`config.mk`:
```
export PLATFORM = sky130hd
export DESIGN_NAME = alu_cmd_sequencer
export DESIGN_NICKNAME = d
export VERILOG_FILES = /design/src/rtl/alu_cmd_sequencer.sv
export SDC_FILE = /design/constraint.sdc
export NUM_CORES = 1
export LEC_CHECK = 0
export BUFFER_PORTS_ARGS = -buffer_cell sky130_fd_sc_hd__buf_4
export CORE_ASPECT_RATIO = 0.6
export CORE_MARGIN = 4
export CORE_UTILIZATION = 51
export CTS_BUF_LIST = sky130_fd_sc_hd__clkbuf_8
export DETAILED_ROUTE_END_ITERATION = 8
export HOLD_SLACK_MARGIN = 0.03
export MAX_ROUTING_LAYER = met4
export PLACE_DENSITY_LB_ADDON = 0.3
export REMOVE_ABC_BUFFERS = 1
export SYNTH_ARGS = -nofsm -noshare
export SYNTH_HDL_FRONTEND = slang
export SYNTH_SLANG_ARGS = --single-unit
```
`constraint.sdc`:
```
create_clock -name clk -period 2.1 [get_ports clk]
set_input_delay 0.105 -clock clk [delete_from_list [all_inputs] [get_ports clk]]
set_output_delay 0.105 -clock clk [all_outputs]
set_load 0.005 [all_outputs]
```
`src/rtl/alu_cmd_sequencer.sv`:
```
// alu_cmd_sequencer
//   Initiator for a combinational 4-bit ALU. Commands arrive on a valid/ready
//   stream and are queued in a small FIFO. An IDLE/EXEC/RESP FSM drives one
//   command at a time into the ALU, captures its result and flags, and returns
//   a tagged response on a valid/ready stream with backpressure. An optional
//   4-bit accumulator can replace operand A and capture results.
// Ports
//   clk, rst                         clock, synchronous active-high reset
//   cmd_valid/cmd_ready              command handshake (cmd_ready = FIFO not full)
//   cmd_op/a/b/acc_sel/acc_wr/tag    command fields
//   acc_clr                          clear accumulator (wins over an acc write)
//   alu_a/alu_b/alu_op               registered drive into the ALU
//   alu_result/alu_carr/alu_zero     ALU outputs
//   rsp_valid/rsp_ready              response handshake
//   rsp_result/carr/zero/tag         captured response fields
//   acc                              accumulator value
//   busy                             FSM not idle or FIFO non-empty
module alu_cmd_sequencer #(
  parameter int FIFO_DEPTH = 4,
  parameter int TAG_W      = 2
) (
  input  logic             clk,
  input  logic             rst,
  input  logic             cmd_valid,
  output logic             cmd_ready,
  input  logic [2:0]       cmd_op,
  input  logic [3:0]       cmd_a,
  input  logic [3:0]       cmd_b,
  input  logic             cmd_acc_sel,
  input  logic             cmd_acc_wr,
  input  logic [TAG_W-1:0] cmd_tag,
  input  logic             acc_clr,
  output logic [3:0]       alu_a,
  output logic [3:0]       alu_b,
  output logic [2:0]       alu_op,
  input  logic [3:0]       alu_result,
  input  logic             alu_carr,
  input  logic             alu_zero,
  output logic             rsp_valid,
  input  logic             rsp_ready,
  output logic [3:0]       rsp_result,
  output logic             rsp_carr,
  output logic             rsp_zero,
  output logic [TAG_W-1:0] rsp_tag,
  output logic [3:0]       acc,
  output logic             busy
);

  localparam int PW = $clog2(FIFO_DEPTH);
  localparam int CW = PW + 1;
  localparam int EW = TAG_W + 13;

  localparam logic [1:0] IDLE = 2'd0;
  localparam logic [1:0] EXEC = 2'd1;
  localparam logic [1:0] RESP = 2'd2;

  logic [EW-1:0]    mem [FIFO_DEPTH];
  logic [PW-1:0]    wr_ptr;
  logic [PW-1:0]    rd_ptr;
  logic [CW-1:0]    count;
  logic [1:0]       state;
  logic             full;
  logic             push;
  logic             pop;
  logic [2:0]       head_op;
  logic [3:0]       head_a;
  logic [3:0]       head_b;
  logic             head_sel;
  logic             head_wr;
  logic [TAG_W-1:0] head_tag;
  logic             cur_wr;
  logic [TAG_W-1:0] cur_tag;

  // Ready depends only on the registered count, so a same-cycle pop never
  // reopens a full FIFO.
  assign full      = (count == CW'(FIFO_DEPTH));
  assign cmd_ready = ~full;
  assign push      = cmd_valid & ~full;
  assign pop       = (state == IDLE) && (count != '0);

  assign {head_op, head_a, head_b, head_sel, head_wr, head_tag} = mem[rd_ptr];

  assign rsp_valid = (state == RESP);
  assign busy      = (state != IDLE) || (count != '0);

  // Storage needs no reset: an entry is only read after it has been written.
  always_ff @(posedge clk) begin
    if (push) begin
      mem[wr_ptr] <= {cmd_op, cmd_a, cmd_b, cmd_acc_sel, cmd_acc_wr, cmd_tag};
    end
  end

  always_ff @(posedge clk) begin
    if (rst) begin
      wr_ptr     <= '0;
      rd_ptr     <= '0;
      count      <= '0;
      state      <= IDLE;
      alu_a      <= '0;
      alu_b      <= '0;
      alu_op     <= '0;
      cur_wr     <= 1'b0;
      cur_tag    <= '0;
      rsp_result <= '0;
      rsp_carr   <= 1'b0;
      rsp_zero   <= 1'b0;
      rsp_tag    <= '0;
      acc        <= '0;
    end else begin
      if (push) wr_ptr <= wr_ptr + 1'b1;
      if (pop)  rd_ptr <= rd_ptr + 1'b1;
      count <= count + CW'(push) - CW'(pop);

      case (state)
        IDLE: begin
          if (pop) begin
            // acc is the registered value, i.e. before any coincident clear.
            alu_a   <= head_sel ? acc : head_a;
            alu_b   <= head_b;
            alu_op  <= head_op;
            cur_wr  <= head_wr;
            cur_tag <= head_tag;
            state   <= EXEC;
          end
        end
        EXEC: begin
          rsp_result <= alu_result;
          rsp_carr   <= alu_carr;
          rsp_zero   <= alu_zero;
          rsp_tag    <= cur_tag;
          state      <= RESP;
        end
        RESP: begin
          if (rsp_ready) state <= IDLE;
        end
        default: state <= IDLE;
      endcase

      if (acc_clr) begin
        acc <= '0;
      end else if ((state == EXEC) && cur_wr) begin
        acc <= alu_result;
      end
    end
  end

endmodule

```
Word level (Yosys, flattened, before mapping) --
Memories as Yosys holds them, arrays and structs flattened. A register that Yosys moved wholly into a read port is not among the register bits. Cells that the tools add are included.
Storage, ports and cells: RAM bits 60, bits in registers 35, output and inout bits 26, memories 1
Operators by class: bitwise gates (word level) 2, equality and inequality tests 5, mux-type cells 8, $add $sub $neg 4, reductions and logical operators 9
Memory list:
- mem | depth 4, bits a word 15, read ports 1, clocked after memory_dff 1, wr ports 1, line 57 | logic [EW-1:0] mem [FIFO_DEPTH];
Operator list (number):
- two-way mux 2 bit | 4
- one-hot mux 2 bit (3 select lines) | 1
- adder 2 x 1 -> 2 bit, second input constant | 2
- two-way mux 4 bit | 1
- AND reduction 2 bit | 2
- adder 3 x 1 -> 3 bit | 1
- == test 3 bit, second input constant | 1
- nonzero test 3 bit | 1
- subtractor 3 x 1 -> 3 bit | 1
- == test 2 x 1 -> 1 bit, second input constant | 1
- == test 2 bit, second input constant | 1
- logical AND 1 bit | 2
- zero test 2 bit | 1
- two-way mux 1 bit | 2
- != test 2 x 1 -> 1 bit, second input constant | 1
- != test 2 bit, second input constant | 1
- nonzero test 2 bit | 1
- OR reduction 2 bit | 1
- bitwise AND 1 bit | 1
- logical OR 1 bit | 1
- inverter 1 bit | 1

Logic depth before layout (Yosys ltp) --
Gate-level depths: netlist of the first run.
depth after elaboration 5, mapped depth 10, depth with buffers taken out 9

Worst setup path after synthesis of the first run --
Ideal clock, no wire load.
path type reg-to-reg, from register count[2], to register count[2], path slack 0.011 ns, stages on the path, launching flop included 11, buffers on the path 1, required time 1.972 ns, arrival 1.962 ns, period minus slack after synthesis 2.089 ns, setup time 0.128 ns, cell sequence dfxtp_1 or3b_1 buf_2 nand2_1 ha_1 inv_1 ha_1 fa_1 xnor2_1 xnor2_1 nor2_1
Between the ends: word-level cells in the longest chain between the ends 5, elaborated cells on any way between the ends 7, those cells by class add/sub: 2; eq/ne: 1; bitwise: 2; reduce/logical: 2
Ends and longest elaborated chain:
- start, declared | line 60 | logic [CW-1:0] count;
- start signal, assigned | line 112 | count <= count + CW'(push) - CW'(pop);
- == test 3 bit | line 76 | assign full = (count == CW'(FIFO_DEPTH));
- inverter 1 bit
- named net cmd_ready | line 25 | output logic cmd_ready,
- bitwise AND 1 bit | line 78 | assign push = cmd_valid & ~full;
- adder 3 x 1 -> 3 bit | line 112
- subtractor 3 x 1 -> 3 bit | line 112
The timed path passes the listed nets, and every way through them passes these cells. A chain may end at the register's enable or synchronous reset.

Final worst setup path of the first run --
from register count[1], to register count[2]
Between the ends: word-level cells in the longest chain between the ends 5, elaborated cells on any way between the ends 7, those cells by class add/sub: 2; eq/ne: 1; bitwise: 2; reduce/logical: 2
Ends and longest elaborated chain (line):
- == test 3 bit | 76
- inverter 1 bit | 78
- bitwise AND 1 bit | 78
- adder 3 x 1 -> 3 bit | 112
- subtractor 3 x 1 -> 3 bit * | 112
Mark *: on every way between the ends. The rest lies on a longest branch, timed or not.

==> results of run 1 <==
-- sequential cells by signal (all words and copies together), names as in the netlist, named ones only --
register    cells
rsp_zero        1
mem            60
alu_op          3
rsp_carr        1
wr_ptr          2
cur_tag         2
acc             4
alu_a           4
rd_ptr          2
cur_wr          1
state           2
rsp_tag         2
count           3
rsp_result      4
alu_b           4
-- worst min path at each step --
stage	startpoint	end	slack, ns	cells after the start
3_3_place_gp	cmd_a[0]	mem[0][8]$_DFFE_PP_	0.31	1
5_1_grt	cmd_valid	wr_ptr[0]$_SDFFE_PP0P_	0.07	3
2_1_floorplan	rst	flop	0.17	1
6_report	cmd_valid	wr_ptr[0]$_SDFFE_PP0P_	0.08	3
3_5_place_dp	cmd_a[0]	mem[3][8]$_DFFE_PP_	0.31	1
4_1_cts	cmd_valid	wr_ptr[0]$_SDFFE_PP0P_	0.05	3
-- worst max-delay path, delay by kind of cell (launching register included) --
kind | cells | cell delay [ns]
buffers and inverters | 1 | 0.03
XOR/XNOR | 2 | 0.31
adder cells (fa/ha/maj) | 3 | 0.66
flip-flops | 1 | 0.38
AND/OR/NAND/NOR | 3 | 0.54
-- cells in the mapped netlist --
| master | instances |
|---|---|
| a211oi_1 | 4 |
| a21o_1 | 2 |
| a21oi_1 | 28 |
| and3_1 | 4 |
| buf_1 | 1 |
| buf_2 | 3 |
| buf_6 | 2 |
| clkbuf_1 | 11 |
| dfxtp_1 | 37 |
| edfxtp_1 | 60 |
| fa_1 | 1 |
| ha_1 | 6 |
| inv_1 | 6 |
| mux2i_1 | 8 |
| mux4_1 | 4 |
| mux4_2 | 11 |
| nand2_1 | 18 |
| nand2b_1 | 2 |
| nand3_1 | 13 |
| nand3b_1 | 1 |
| nor2_1 | 3 |
| nor2b_1 | 4 |
| nor3_1 | 5 |
| nor3_2 | 1 |
| o21ai_0 | 11 |
| o31ai_1 | 1 |
| or2_2 | 1 |
| or3_1 | 1 |
| or3b_1 | 1 |
| or4_1 | 1 |
| xnor2_1 | 2 |
-- what timing repair did --
item                       in CTS  in global routing
gates resized for setup         6                 10
pin swaps                       3                  7
setup endpoints to repair       1                  1
hold buffers                   24                  0
hold endpoints to repair       71                  0
-- logic make-up after synthesis --
| logic type | Yosys count |
|---|---|
| flops | 97 |
| xor+xnor | 2 |
| compound gates | 46 |
| simple gates | 55 |
| mux | 23 |
| buf+inv | 23 |
| fa+ha+maj | 7 |
-- power by group --
part	switching (mW)	internal [mW]	total [mW]
logic	0.919	0.924	1.84
registers	0.197	2.35	2.55
clock network	0.594	0.408	1.00
-- metrics by stage --
step                instances  area (µm²)  setup slack, ns
floorplan                 236        3640           -0.225
global placement          384        4200           0.0767
detailed placement        384        4200           0.0164
CTS                       424        4610           0.0253
global route              424        4660          -0.0157
finish                    424        4660           0.0534
-- final cells by class --
cell class                 count  area (µm²)
clock buffer                   9         124
clock inverter                 7        31.3
fill                         462        2220
inverter                       6        22.5
multi-input combinational    133        1120
sequential                    97        2550
tap                           87         109
timing repair buffer          85         698
-- per-layer routing --
metal / global-route usage (%) / wire length, µm
met1: 25.3 / 3540
met2: 29.2 / 3550
met4: 5.06 / 82
met5: - / 0
met3: 7.14 / 501
==> results_dict.tcl, run 1 <==
set metrics [dict create \
    yosys_warnings 0 \
    initial_core_util_pct 54.1 \
    clkSlewWorstSetupHoldPaths_ns 0.09 \
    synth-simple-area-share_pct 7.47 \
    crit_arrival_ns 2.28 \
    synth-xor-area-share_pct 0.471 \
    die_h_um 74.1 \
    synth_cell_types 31 \
    maxSlewHeadroom_pct 42.4 \
    fin_skew_ns 0.0106 \
    startpoint "count[1]$_SDFF_PP0_" \
    clock_latency_ns 0.36 \
    worst_pin_slew_ns 0.864 \
    design.portCount 52 \
    hold_violations 0 \
    crit_end "count[2]$_SDFF_PP0_" \
    place.gp.congestion 0.817 \
    finalCritPeriodShare_pct 97.5 \
    finalSetupTns_ns 0 \
    timing.fmax_mhz 489 \
    post_cts_buffers 0 \
    die_w_um 118 \
    die_area_um2 8770 \
    start_kind "flop" \
    htreeDepth 3 \
    grt_pass1_vias 2305 \
    vias 2295 \
    track_usage_pct 19.4 \
    wirelength_um 7670 \
    synth_fa_ha_area_share_pct 2.56 \
    grt_pass1_wl_um 12200 \
    synth-seq-cells 97 \
    synth_compound_area_share_pct 6.66 \
    initialDrtViolationCount 144 \
    postSynthCellCount 253 \
    min_path_type "in -> reg" \
    maxCapViolations 0 \
    worst_path_largest_cell_delay_ns 0.40 \
    cts_buffers 9 \
    port-buffer-count 51 \
    mostFrequentLayoutCells "buf_4 (61), edfxtp_1 (60), dfxtp_1 (33)" \
    synth_top_family_by_area "multiplexers" \
    path_class "reg -> reg" \
    wl_per_cell_um 18.1 \
    drc_errors 0 \
    cts_sinks 97 \
    synthTopCellsByArea "edfxtp_1 (48%), dfxtp_1 (20%), mux4_2 (6.7%), a21oi_1 (3.8%), mux4_1 (2.8%)" \
    final_max_slew_viol_count 0 \
    synth_top_area_share_pct 48.5 \
    synthMuxAreaShare_pct 11.6 \
    regToRegStartpoint "count[1]$_SDFF_PP0_" \
    hold_ws_ns 0.0817 \
    detail-route-antenna-nets 0 \
    viasPerCell 5.41 \
    yosysTopAreaCell "edfxtp_1" \
    grt-ovfl-total 0 \
    synth_area_um2 3720 \
    cts_tree "built" \
    hpwl_um 4900 \
    crit_required_ns 2.33 \
    fin_crit_ns 2.05 \
    fin_nets 365 \
    end_kind "flop" \
    max-vdd-ir-drop_v 0.000683 \
    setup_viol 0 \
    antenna_found_initial 0 \
    r2r_end "count[2]$_SDFF_PP0_" \
    cts_max_path_buffers 2 \
    outcome "finished, final reports clean" \
    synth_seq_area_share_pct 68.4 \
    std_cell_rows 23 \
    final_common_cell "buf_4" \
    crit_fanout 5 \
    p_leak_nw 1.75 \
    avgSynthCellArea_um2 14.7 \
    grt_start_max_net_pins 37 \
    r2r_setup_slack_ns 0.05 \
    n_antenna_cell 0 \
    root_buffer "clkbuf_8" \
    powerDensity_nw_per_um2 1160 \
    power.total_mw 5.39 \
    path_cells "or3b_4, nand2_4, ha_4, inv_1, ha_2, fa_2, xnor2_2, xnor2_1, nor2_1" \
    r2r_cells 9 \
    drive_gt1_share_pct 28.5 \
    core-area_um2 6880 \
    final_util_pct 67.7 \
    drt_first_pass_iters 4 \
    cpMaxStageDelayCell "or3b_4" \
    syn_to_final_growth_pct 25.2 \
]
Power figures use the tool's default switching activity.
==> inputs of run 2 (changes only) <==
Settings changed: BUFFER_PORTS_ARGS -buffer_cell sky130_fd_sc_hd__buf_4 to default, CTS_CLUSTER_DIAMETER from default to 80, DONT_BUFFER_PORTS from default to 1.
Clock period 2.1 ns to 2.4 ns, I/O delays scaled along.
==> run 2 against run 1 <==
Clock power is 14% lower. Critical path depth stayed put. Final cell count down 11%. Largest cell class unchanged. Via count down 5.4%. Critical path type unchanged.
==> results_dict.tcl, run 2 (synthesized netlist as in run 1, its figures left out) <==
set metrics [dict create \
    outcome "finished, final reports clean" \
    die_area_um2 8770 \
    hold_violations 0 \
    largest_reg_flops 60 \
    drive_gt1_share_pct 12.7 \
    fin_crit_ns 2.10 \
    r2r_setup_slack_ns 0.30 \
    initial_core_util_pct 54.1 \
    power_frac_seq_pct 50.4 \
    drt_first_pass_iters 4 \
    detail-route-antenna-nets 0 \
    crit_arrival_ns 2.35 \
    post_cts_resized 0 \
    grt_pass1_wl_um 11600 \
    p_sw_share_pct 31.8 \
    end_kind "flop" \
    vias 2172 \
    grt-ovfl-total 0 \
    crit_fanout 4 \
    n_antenna_cell 0 \
    port-buffer-count 0 \
    die_h_um 74.1 \
    timing.fmax_mhz 477 \
    hpwl_um 4750 \
    fillers 543 \
    final_util_pct 62.2 \
    setup_viol 0 \
    drc_errors 0 \
    initialDrtViolationCount 183 \
    design.portCount 52 \
    core-area_um2 6880 \
    p_leak_nw 1.51 \
    mostFrequentLayoutCells "edfxtp_1 (60), dfxtp_1 (37), a21oi_1 (28)" \
    final_max_slew_viol_count 0 \
    die_w_um 118 \
    grt_start_max_net_pins 37 \
    cts_tree "built" \
    viasPerCell 5.73 \
    startpoint "count[2]$_SDFF_PP0_" \
    placed_cell_area_um2 3830 \
    hold_ws_ns 0.278 \
    min_path_type "in -> reg" \
    wl_per_cell_um 19.4 \
    finalCritPeriodShare_pct 87.4 \
    maxCapViolations 0 \
    r2r_end "count[2]$_SDFF_PP0_" \
    wirelength_um 7350 \
    p_clk_share_pct 19.5 \
    antenna_found_initial 0 \
    root_buffer "clkbuf_8" \
    max-vdd-ir-drop_v 0.000490 \
    worst_pin_slew_ns 0.602 \
    crit_required_ns 2.65 \
    track_usage_pct 18.3 \
    htreeDepth 3 \
    powerDensity_nw_per_um2 1030 \
    cts_buffers 9 \
    finalSetupTns_ns 0 \
    regMostFlops "mem" \
    r2r_cells 9 \
    cts_max_path_buffers 2 \
    grt_pass1_vias 2101 \
    clock_latency_ns 0.35 \
    p_int_mw 3.01 \
    p_sw_mw 1.41 \
    rsz0062_at_grt "no" \
    fin_skew_ns 0.00556 \
    syn_to_final_growth_pct 15.1 \
    maxSlewHeadroom_pct 59.8 \
    regToRegStartpoint "count[2]$_SDFF_PP0_" \
    fin_nets 320 \
    cts_sinks 97 \
    pwr-share-comb_pct 30.1 \
    place.gp.congestion 0.708 \
    path_class "reg -> reg" \
    fin_area_um2 4280 \
    std_cell_rows 23 \
    start_kind "flop" \
    crit_end "count[2]$_SDFF_PP0_" \
    clkSlewWorstSetupHoldPaths_ns 0.09 \
    final_common_cell "edfxtp_1" \
]
-- run 2: changes by cell type in the layout (fill, tap and decap cells not counted), moves of 2 or more --
cell	before	now
dfxtp_4	2	0
buf_4	61	12
dfxtp_1	33	37
ha_1	4	6
dfxtp_2	2	0
dlygate4sd3_1	24	27
-- run 2: metal layers --
metal	global-route usage [%]	routed length, µm	part of all wire [%]
met5	-	0	0
met4	6.49	117	1.6
met3	5.93	490	6.7
met1	23.9	3410	46
met2	27.1	3330	45
-- run 2: repair_timing --
item                                    in CTS  in global routing
endpoints found under the setup margin       0                  0
setup buffers                                0                  0
endpoints found under the hold margin       97                  0
hold buffers                                28                  0
-- run 2: area by class of cell --
cell class	instances	area [µm²]	area share (%)
multi-input cells	133	1070	25.0
well taps	87	109	2.54
flip-flops and latches	97	2540	59.4
repair buffers	40	380	8.89
inverters	6	22.5	0.526
clock inverters	7	31.3	0.731
clock buffers	9	124	2.89
-- run 2: how the worst min path moves through the flow --
stage,startpoint,to,slack [ns],depth (start not counted)
2_1_floorplan,rst,flop,0.19,1
3_3_place_gp,rst,alu_op[1]$_SDFFE_PP0P_,0.19,1
3_5_place_dp,rst,alu_op[1]$_SDFFE_PP0P_,0.20,1
4_1_cts,cmd_valid,mem[0][4]$_DFFE_PP_,0.26,2
5_1_grt,cmd_valid,mem[1][10]$_DFFE_PP_,0.27,2
6_report,cmd_valid,mem[2][2]$_DFFE_PP_,0.28,2
-- run 2: critical path, cell delays in order, from the launching register on --
cell	delay, ns
dfxtp_1	0.40
or3b_1	0.39
nand2_1	0.09
ha_1	0.13
inv_1	0.04
ha_1	0.18
fa_1	0.37
xnor2_1	0.20
xnor2_1	0.14
nor2_1	0.05
-- run 2: through the flow --
| stage | power (mW) | std cells | setup slack (ns) |
|---|---|---|---|
| 2_1_floorplan | 3.10 | 236 | 0.0747 |
| 3_3_place_gp | 3.49 | 335 | 0.394 |
| 3_5_place_dp | 3.52 | 335 | 0.355 |
| 4_1_cts | 4.46 | 379 | 0.312 |
| 5_1_grt | 4.70 | 379 | 0.164 |
| 6_report | 4.42 | 379 | 0.302 |
-- run 2: power groups by stage --
stage | registers (mW) | logic [mW] | clock network (mW)
6_report | 2.23 | 1.33 | 0.863
5_1_grt | 2.26 | 1.47 | 0.970
4_1_cts | 2.23 | 1.33 | 0.898
3_5_place_dp | 2.27 | 1.25 | 0
3_3_place_gp | 2.25 | 1.24 | 0
2_1_floorplan | 2.25 | 0.843 | 0
==> inputs of run 3 (changes only) <==
Settings changed: PLACE_DENSITY from default to 0.63, PLACE_DENSITY_LB_ADDON 0.3 to default.
==> run 3 against run 2 <==
Sequential cell count stayed put. Critical path depth stayed put. Worst setup slack better by 0.0018 ns. Global-route usage is 0.49 points higher. Design area is 0.99% higher. Maximum frequency hardly changed. Sequential share of layout area is 0.58 points lower. Core utilization is 0.62 points higher. Wire length is 2.5% lower. Total power is 5.7% higher. Via count is 2.3% lower. Largest cell class unchanged.
==> results_dict.tcl, run 3 (synthesized netlist as in run 1, its figures left out) <==
set metrics [dict create \
    outcome "finished, final reports clean" \
    setup_viol 0 \
    clock_latency_ns 0.36 \
    powerDensity_nw_per_um2 1080 \
    wl_per_cell_um 19.0 \
    crit_required_ns 2.65 \
    p_leak_nw 1.52 \
    std_cell_rows 23 \
    grt_pass1_wl_um 11800 \
    finalCritPeriodShare_pct 87.4 \
    viasPerCell 5.63 \
    initial_core_util_pct 54.1 \
    syn_to_final_growth_pct 16.3 \
    die_area_um2 8770 \
    regMostFlops "mem" \
    cts_max_path_buffers 2 \
    wirelength_um 7160 \
    timing.fmax_mhz 477 \
    die_h_um 74.1 \
    initialDrtViolationCount 126 \
    htreeDepth 3 \
    hpwl_um 4770 \
    maxSlewHeadroom_pct 59.7 \
    n_antenna_cell 0 \
    grt_pass1_vias 2176 \
    drc_errors 0 \
    path_class "reg -> reg" \
    cts_sinks 97 \
    mostFrequentLayoutCells "edfxtp_1 (60), dfxtp_1 (37), a21oi_1 (28)" \
    crit_fanout 4 \
    fin_skew_ns 0.00890 \
    drt_first_pass_iters 4 \
    core-area_um2 6880 \
    fin_nets 318 \
    fillers 530 \
    min_path_type "in -> reg" \
    port-buffer-count 0 \
    p_clk_share_pct 24.1 \
    hold_ws_ns 0.273 \
    crit_arrival_ns 2.35 \
    post_cts_buffers 0 \
    worst_pin_slew_ns 0.604 \
    end_kind "flop" \
    die_w_um 118 \
    grt_start_max_net_pins 37 \
    place.gp.congestion 0.694 \
    hold_violations 0 \
    largest_reg_flops 60 \
    root_buffer "clkbuf_8" \
    vias 2123 \
    maxCapViolations 0 \
    grt-ovfl-total 0 \
    fin_crit_ns 2.10 \
    finalSetupTns_ns 0 \
    antenna_found_initial 0 \
    p_int_mw 3.24 \
    design.portCount 52 \
    hold_depth 2 \
    max-vdd-ir-drop_v 0.000632 \
    drive_gt1_share_pct 14.5 \
    start_kind "flop" \
    power_frac_seq_pct 47.7 \
    rsz0062_at_grt "no" \
    cts_tree "built" \
    cts_buffers 9 \
    p_sw_mw 1.43 \
    detail-route-antenna-nets 0 \
    clkSlewWorstSetupHoldPaths_ns 0.09 \
    r2r_cells 9 \
    pwr-share-comb_pct 28.2 \
    final_max_slew_viol_count 0 \
    p_sw_share_pct 30.6 \
    track_usage_pct 18.7 \
    final_common_cell "edfxtp_1" \
]
==> run 3: timing repair <==
item | 4_1_cts | 5_1_grt
endpoints found under the hold margin | 97 | 0
hold buffers | 26 | 0
resized for setup | 0 | 0
==> run 3: power by group through the flow <==
stage          sequential (mW)  clock, mW  combinational [mW]
2_1_floorplan             2.25          0               0.843
3_3_place_gp              2.26          0                1.23
3_5_place_dp              2.27          0                1.26
4_1_cts                   2.23       1.16                1.33
5_1_grt                   2.27       1.24                1.48
6_report                  2.23       1.13                1.32
==> run 3: critical path: stages (launching register included) <==
cell     delay, ns
dfxtp_1       0.40
or3b_1        0.39
nand2_1       0.09
ha_1          0.13
inv_1         0.04
ha_1          0.18
fa_1          0.37
xnor2_1       0.20
xnor2_1       0.15
nor2_1        0.05
==> run 3: cell type report <==
class	count	area [µm²]	share of cell area [%]
clock buffer	9	124	2.87
clock inverter	7	93.8	2.17
inverter	6	22.5	0.521
multi-input combinational	133	1070	24.8
sequential	97	2540	58.8
tap	87	109	2.52
timing repair buffer	38	360	8.34
==> run 3: metrics by stage <==
stage	instance area, µm²	worst slack, ns	total power [mW]	util (%)	std cells
final	4320	0.303	4.67	62.9	377
after global placement	3830	0.383	3.50	55.8	335
after global routing	4320	0.193	4.99	62.9	377
after CTS	4320	0.286	4.72	62.9	377
after floorplan	3640	0.0747	3.10	-	236
after detailed placement	3830	0.324	3.53	55.8	335
==> run 3: worst paths after layout <==
path	slack, ns	startpoint	end
worst min-delay path	0.27	cmd_valid	mem[1][11]$_DFFE_PP_
worst min register to register	0.46	cur_tag[1]$_SDFFE_PP0P_	rsp_tag[1]$_SDFFE_PP0N_
worst max-delay path	0.30	count[2]$_SDFF_PP0_	count[2]$_SDFF_PP0_
worst max register to register	0.30	count[2]$_SDFF_PP0_	count[2]$_SDFF_PP0_
==> run 3: per-layer routing <==
metal	track usage, %	wire, µm
met1	23.6	3210
met2	29.0	3450
met3	7.22	449
met4	4.68	46
met5	-	0
